$ cat config.mk
export PLATFORM = sky130hd
export DESIGN_NAME = ifft_twiddle_mult
export DESIGN_NICKNAME = d
export VERILOG_FILES = /design/src/rtl/ifft_pkg.sv /design/src/rtl/ifft_cmul_pipe.sv /design/src/rtl/ifft_twiddle_mult.sv
export SDC_FILE = /design/constraint.sdc
export NUM_CORES = 2
export LEC_CHECK = 0
export BUFFER_PORTS_ARGS = -buffer_cell sky130_fd_sc_hd__buf_2
export CAP_MARGIN = 10
export CORE_MARGIN = 2
export CORE_UTILIZATION = 49
export CTS_CLUSTER_DIAMETER = 40
export CTS_CLUSTER_SIZE = 30
export DETAILED_ROUTE_END_ITERATION = 8
export PLACE_DENSITY_LB_ADDON = 0.2
export RECOVER_POWER = 25
export SYNTH_ARGS = -nofsm -noshare
export SYNTH_HDL_FRONTEND = slang
export SYNTH_SLANG_ARGS = --single-unit
$ cat constraint.sdc
create_clock -name clk -period 9.5 [get_ports clk]
set_input_delay 1.425 -clock clk [delete_from_list [all_inputs] [get_ports clk]]
set_output_delay 1.425 -clock clk [all_outputs]
set_load 0.005 [all_outputs]
$ cat src/rtl/ifft_pkg.sv
// Shared IFFT datapath definitions: widths, stage address base, sample type, round/narrow helper.
// Build option IFFT_TWM_SAT_EN: saturate on narrowing instead of two's-complement wrap.
package ifft_pkg;

    localparam int DW        = 16;
    localparam int TW_FRAC   = 8;
    localparam int AW        = 5;
    localparam int MAX_STAGE = 4;
    localparam int SW        = 3;
    localparam int TWW       = 16;

    typedef struct packed {
        logic signed [DW-1:0] re;
        logic signed [DW-1:0] im;
    } sample_t;

    // Twiddles for stage s occupy the block starting at 2^s - 1.
    function automatic logic [AW-1:0] base(input logic [SW-1:0] s);
        logic [AW:0] v_pow;
        v_pow = (AW+1)'(1) << s;
        base  = AW'(v_pow - (AW+1)'(1));
    endfunction

    // Round half-up, drop TW_FRAC fraction bits, then narrow to DW.
    function automatic logic signed [DW-1:0] round_narrow(input logic signed [2*DW:0] v);
        localparam logic signed [2*DW:0] RND     = (2*DW+1)'(1) <<< (TW_FRAC-1);
        localparam logic signed [2*DW:0] SAT_MAX = (2*DW+1)'((1 << (DW-1)) - 1);
        localparam logic signed [2*DW:0] SAT_MIN = ~SAT_MAX;
        logic signed [2*DW:0] v_sh;
        v_sh = (v + RND) >>> TW_FRAC;
`ifdef IFFT_TWM_SAT_EN
        if (v_sh > SAT_MAX)
            round_narrow = SAT_MAX[DW-1:0];
        else if (v_sh < SAT_MIN)
            round_narrow = SAT_MIN[DW-1:0];
        else
            round_narrow = v_sh[DW-1:0];
`else
        round_narrow = v_sh[DW-1:0];
`endif
    endfunction

endpackage

$ cat src/rtl/ifft_cmul_pipe.sv
// Back half of the twiddle multiplier: registered partial products, then complex sum,
// rounding and narrowing into the output register. Every stage advances only on i_en.
module ifft_cmul_pipe
    import ifft_pkg::*;
(
    input  logic                  clk,
    input  logic                  rst,
    input  logic                  i_en,
    input  logic                  i_valid,
    input  sample_t               i_smp,
    input  logic signed [TWW-1:0] i_wr,
    input  logic signed [TWW-1:0] i_wi,
    output logic                  o_valid,
    output logic signed [DW-1:0]  o_re,
    output logic signed [DW-1:0]  o_im
);

    localparam int PW = 2*DW;

    logic signed [PW-1:0] w_re_x;
    logic signed [PW-1:0] w_im_x;
    logic signed [PW-1:0] w_wr_x;
    logic signed [PW-1:0] w_wi_x;
    logic signed [PW:0]   w_pr;
    logic signed [PW:0]   w_pi;

    logic                 r_p3_valid;
    logic signed [PW-1:0] r_rr;
    logic signed [PW-1:0] r_ii;
    logic signed [PW-1:0] r_ri;
    logic signed [PW-1:0] r_ir;

    assign w_re_x = PW'($signed(i_smp.re));
    assign w_im_x = PW'($signed(i_smp.im));
    assign w_wr_x = PW'(i_wr);
    assign w_wi_x = PW'(i_wi);

    always_ff @(posedge clk or posedge rst) begin
        if (rst) begin
            r_p3_valid <= 1'b0;
            r_rr       <= '0;
            r_ii       <= '0;
            r_ri       <= '0;
            r_ir       <= '0;
        end else if (i_en) begin
            r_p3_valid <= i_valid;
            r_rr       <= w_re_x * w_wr_x;
            r_ii       <= w_im_x * w_wi_x;
            r_ri       <= w_re_x * w_wi_x;
            r_ir       <= w_im_x * w_wr_x;
        end
    end

    // One extra bit so the sum of two full-scale products cannot overflow.
    assign w_pr = (PW+1)'(r_rr) - (PW+1)'(r_ii);
    assign w_pi = (PW+1)'(r_ri) + (PW+1)'(r_ir);

    always_ff @(posedge clk or posedge rst) begin
        if (rst) begin
            o_valid <= 1'b0;
            o_re    <= '0;
            o_im    <= '0;
        end else if (i_en) begin
            o_valid <= r_p3_valid;
            o_re    <= round_narrow(w_pr);
            o_im    <= round_narrow(w_pi);
        end
    end

endmodule

$ cat src/rtl/ifft_twiddle_mult.sv
// Pipelined IFFT twiddle multiplier: twiddle addressing, ROM alignment and handshake.
// Build option IFFT_TWM_SAT_EN (in ifft_pkg::round_narrow) selects saturating narrowing.
module ifft_twiddle_mult
    import ifft_pkg::*;
(
    input  logic                  clk,
    input  logic                  rst,
    input  logic                  in_valid,
    output logic                  in_ready,
    input  logic                  in_first,
    input  logic [SW-1:0]         in_stage,
    input  logic signed [DW-1:0]  in_re,
    input  logic signed [DW-1:0]  in_im,
    output logic [AW-1:0]         rom_addr,
    input  logic [TWW-1:0]        rom_re_data,
    input  logic [TWW-1:0]        rom_im_data,
    output logic                  out_valid,
    input  logic                  out_ready,
    output logic signed [DW-1:0]  out_re,
    output logic signed [DW-1:0]  out_im,
    output logic                  stage_err
);

    logic          w_en;
    logic          w_accept;
    logic          w_stage_ok;
    logic [AW-1:0] w_k_use;
    logic [AW-1:0] w_base;
    logic [AW-1:0] w_addr;

    logic          r_k_unused_guard;
    logic [AW-1:0] r_k;

    logic          r_p1_valid;
    sample_t       r_p1_smp;
    logic          r_p2_valid;
    sample_t       r_p2_smp;
    logic signed [TWW-1:0] r_wr;
    logic signed [TWW-1:0] r_wi;

    assign w_en       = !out_valid || out_ready;
    assign in_ready   = w_en;
    assign w_accept   = in_valid && w_en;
    assign w_stage_ok = (in_stage <= SW'(MAX_STAGE));
    assign w_k_use    = in_first ? '0 : r_k;
    assign w_base     = base(in_stage);
    // Illegal stages point at entry 0 (twiddle 1.0) so the sample passes through unrotated.
    assign w_addr     = w_stage_ok ? (w_base + (w_k_use & w_base)) : '0;

    always_ff @(posedge clk or posedge rst) begin
        if (rst) begin
            r_k       <= '0;
            rom_addr  <= '0;
            stage_err <= 1'b0;
        end else if (w_accept) begin
            r_k      <= w_k_use + AW'(1);
            rom_addr <= w_addr;
            if (!w_stage_ok)
                stage_err <= 1'b1;
        end
    end

    always_ff @(posedge clk or posedge rst) begin
        if (rst)
            r_k_unused_guard <= 1'b0;
        else
            r_k_unused_guard <= 1'b0;
    end

    // rom_addr holds during a stall, so the ROM output stays matched to r_p1_smp.
    always_ff @(posedge clk or posedge rst) begin
        if (rst) begin
            r_p1_valid <= 1'b0;
            r_p1_smp   <= '0;
            r_p2_valid <= 1'b0;
            r_p2_smp   <= '0;
            r_wr       <= '0;
            r_wi       <= '0;
        end else if (w_en) begin
            r_p1_valid <= w_accept;
            r_p1_smp   <= '{re: in_re, im: in_im};
            r_p2_valid <= r_p1_valid;
            r_p2_smp   <= r_p1_smp;
            r_wr       <= rom_re_data;
            r_wi       <= rom_im_data;
        end
    end

    ifft_cmul_pipe u_cmul (
        .clk     (clk),
        .rst     (rst),
        .i_en    (w_en),
        .i_valid (r_p2_valid),
        .i_smp   (r_p2_smp),
        .i_wr    (r_wr),
        .i_wi    (r_wi),
        .o_valid (out_valid),
        .o_re    (out_re),
        .o_im    (out_im)
    );

endmodule

==> impl_metrics.csv <==
group,metric,value,unit
timing,setup_viol,0,
placed_design,place_area,43100,um2
clocking,clk_path_buf_depth,3,
route,drc,0,
timing,skew,0.0388,ns
finish,nFillCells,7822,
route,wl,106,mm
clocking,postCtsSetupBuffers,0,
finish,area_growth_syn_to_layout,8.57,%
logic_synthesis,synth.area.top_cells,"fa_1 36%, dfrtp_1 14%, ha_1 11%",
timing,period_share,73.2,%
setup_path,cp.required,9.86,ns
clocking,cts.sinks,238,
hold_path,holdPathStages,2,
clocking,ctsHoldBuffers,0,
timing,maxSlewHeadroom,-194,%
clocking,clock_tree.root_cell,"clkbuf_16",
global_route,grt_max_degree,149,
route,avgRoutedWirePerCell,18.1,um
floorplan,core_area,83700,um2
hold_path,holdPathEnd,"u_cmul.r_rr[0]",
global_route,grt_overflow,0,
timing,finalCriticalPeriod,6.95,ns
floorplan,die_w,295,um
logic_synthesis,synthCells,4688,
placed_design,dp_hpwl,81.2,mm
setup_path,r2r-start,"r_p2_smp[22]",
logic_synthesis,synth_edf_count,0,
finish,layout_common_cells,"1004 x inv_1, 882 x nand2_1, 748 x fa_1, 437 x and2_1, 380 x ha_1",
timing,worstMarginPinSlew,4.38,ns
logic_synthesis,avgSynthCellArea,8.83,um2
timing,layout_setup_ws,2.55,ns
finish,antenna-diode-count,0,
logic_synthesis,ys_seq_elements,238,
setup_path,reg2regPathDepth,22,
logic_synthesis,synth_area_leader_cell,"fa_1",
setup_path,worstSetupPathType,"flip-flop to flip-flop",
finish,fin_area,44900,um2
logic_synthesis,syn_area,41400,um2
setup_path,path_max_fanout,17,
outcome,violations,"capacitance limit, slew limit",
logic_synthesis,yosysSeqAreaShare,14.4,%
logic_synthesis,yosys_warnings,0,
route,drtPass1Iterations,5,
global_route,grt_pass1_vias,30750,
timing,slew_viol_final,150,
placed_design,gp_congestion,0.937,
global_route,grt.total_usage,25.6,%
timing,finalHoldViolCount,0,
logic_synthesis,synth_top_area_share,36.2,%
setup_path,cp.arrival,7.31,ns
finish,fin_cells,5871,
floorplan,io_pins,112,
placed_design,post-place-ws,2.58,ns
route,via_per_inst,5.10,
floorplan,rows,106,
route,ant_nets,0,
clocking,path_clk_slew,0.05,ns
timing,fmax,144,MHz
setup_path,r2r_end,"u_cmul.r_rr[19]",
logic_synthesis,async_flop_share,100,%
clocking,clk_latency,0.63,ns
setup_path,r2r_slack,2.55,ns
clocking,htree_levels,2,
timing,rsz0062_at_grt,"no",
route,drt_iter0_markers,1792,
setup_path,start_kind,"flip-flop",
route,routed-via-count,29955,
hold_path,hold_start,"u_cmul.r_rr[0]",
outcome,status,"finished with violations",
global_route,antenna_found_initial,2,
finish,final_common_cell,"inv_1",
placed_design,port_buffers,111,
floorplan,die_h,295,um
logic_synthesis,synth_fp_nets,5888,
clocking,cts_resized,0,
placed_design,placed_cells,5775,
floorplan,dieArea,86800,um2
flow_run,maxCapViolCount,2,
timing,setup_tns,0,ns
clocking,cts_tree,"built",
floorplan,initial_core_util,49.5,%
logic_synthesis,synthFlopType,"dfrtp_1",
finish,drive_gt1_share,6.38,%
logic_synthesis,ys_types,74,
hold_path,hp-class,"flip-flop to flip-flop",
clocking,cts_made_buffers,53,
global_route,grt_pass1_wl,172,mm
finish,num-nets-final,5896,
setup_path,end_kind,"flip-flop",
## layout make-up
class                      count  area, um2  area share [%]
multi-input combinational   3214      30800            68.5
clock inverter                32        428           0.952
tap                         1134       1420            3.16
sequential                   238       5960            13.3
inverter                    1007       3790            8.43
timing repair buffer         182       1100            2.44
clock buffer                  64       1450            3.22
## through the flow
step,hold WS (ns),utilization (%)
floorplan,0.430,-
global placement,0.443,51.5
detailed placement,0.446,51.5
CTS,0.458,53.7
global route,0.474,53.7
finish,0.452,53.7
## routing by layer
metal	GRT usage, %	vias to the layer above	share of wire, %
li1	-	13897	-
met1	36.0	15105	44
met3	4.10	153	6.0
met2	39.9	798	46
met4	9.81	2	4.2
met5	0	-	0.012
## worst max-delay path by stage
stage                       startpoint              end  slack (ns)
after CTS                  r_p2_smp[5]  u_cmul.r_ir[23]        2.54
final                     r_p2_smp[22]  u_cmul.r_rr[19]        2.55
after global routing           r_wi[4]  u_cmul.r_ri[22]        2.09
after floorplan                    rst           r_k[0]        1.54
after detailed placement   r_p2_smp[5]  u_cmul.r_ir[23]        2.58
after global placement     r_p2_smp[5]  u_cmul.r_ir[19]        2.72
## worst max-delay path, cell delays in order, from the launching register on
cell      delay [ns]
dfrtp_1         0.88
buf_4           0.43
nand2_1         0.13
fa_1            0.52
inv_1           0.05
fa_1            0.49
inv_1           0.05
fa_1            0.53
inv_1           0.05
fa_1            0.45
fa_1            0.49
inv_1           0.05
fa_1            0.47
inv_1           0.04
ha_1            0.31
and2_1          0.18
a22oi_1         0.23
o211ai_1        0.29
a211oi_1        0.44
o21ai_0         0.20
a21oi_1         0.21
xor2_1          0.16
o21ai_0         0.09
## cell usage after synthesis, drive strengths merged, types with 16 or more instances
cell type  count
a21oi        118
nand2b        34
and2         437
ha           380
nand3         16
o21ai        106
fa           748
nand2        882
clkbuf       219
a21o          16
nor2         108
inv         1005
nor3          22
xor2          58
xnor2        130
dfrtp        238
## logic make-up (layout without fill, tap and decap cells)
group                    after synthesis  in the layout  share of synthesized area (%)
flip-flops                           238            238                           14.4
buffers and inverters               1236           1285                           11.2
AND/OR/NAND/NOR                     1537           1537                           17.2
AO/OA/AOI/OAI                        355            355                           5.38
XOR/XNOR                             188            188                           3.98
multiplexers                           6              6                          0.169
adder cells (fa/ha/maj)             1128           1128                           47.7
## flip-flops by register name, summed over array words and instances, names as in the netlist
name,count
u_cmul.r_rr,24
r_p1_smp,32
r_wr,16
u_cmul.r_ri,24
u_cmul.o_valid,1
r_k,4
r_p2_valid,1
u_cmul.o_im,16
rom_addr,5
r_p1_valid,1
r_p2_smp,32
u_cmul.r_ir,24
u_cmul.r_p3_valid,1
u_cmul.o_re,16
stage_err,1
r_wi,16
u_cmul.r_ii,24
Power is left out: the tool's default activity adds up to more than one toggle a clock period on the data nets, which glitch-free logic cannot reach.
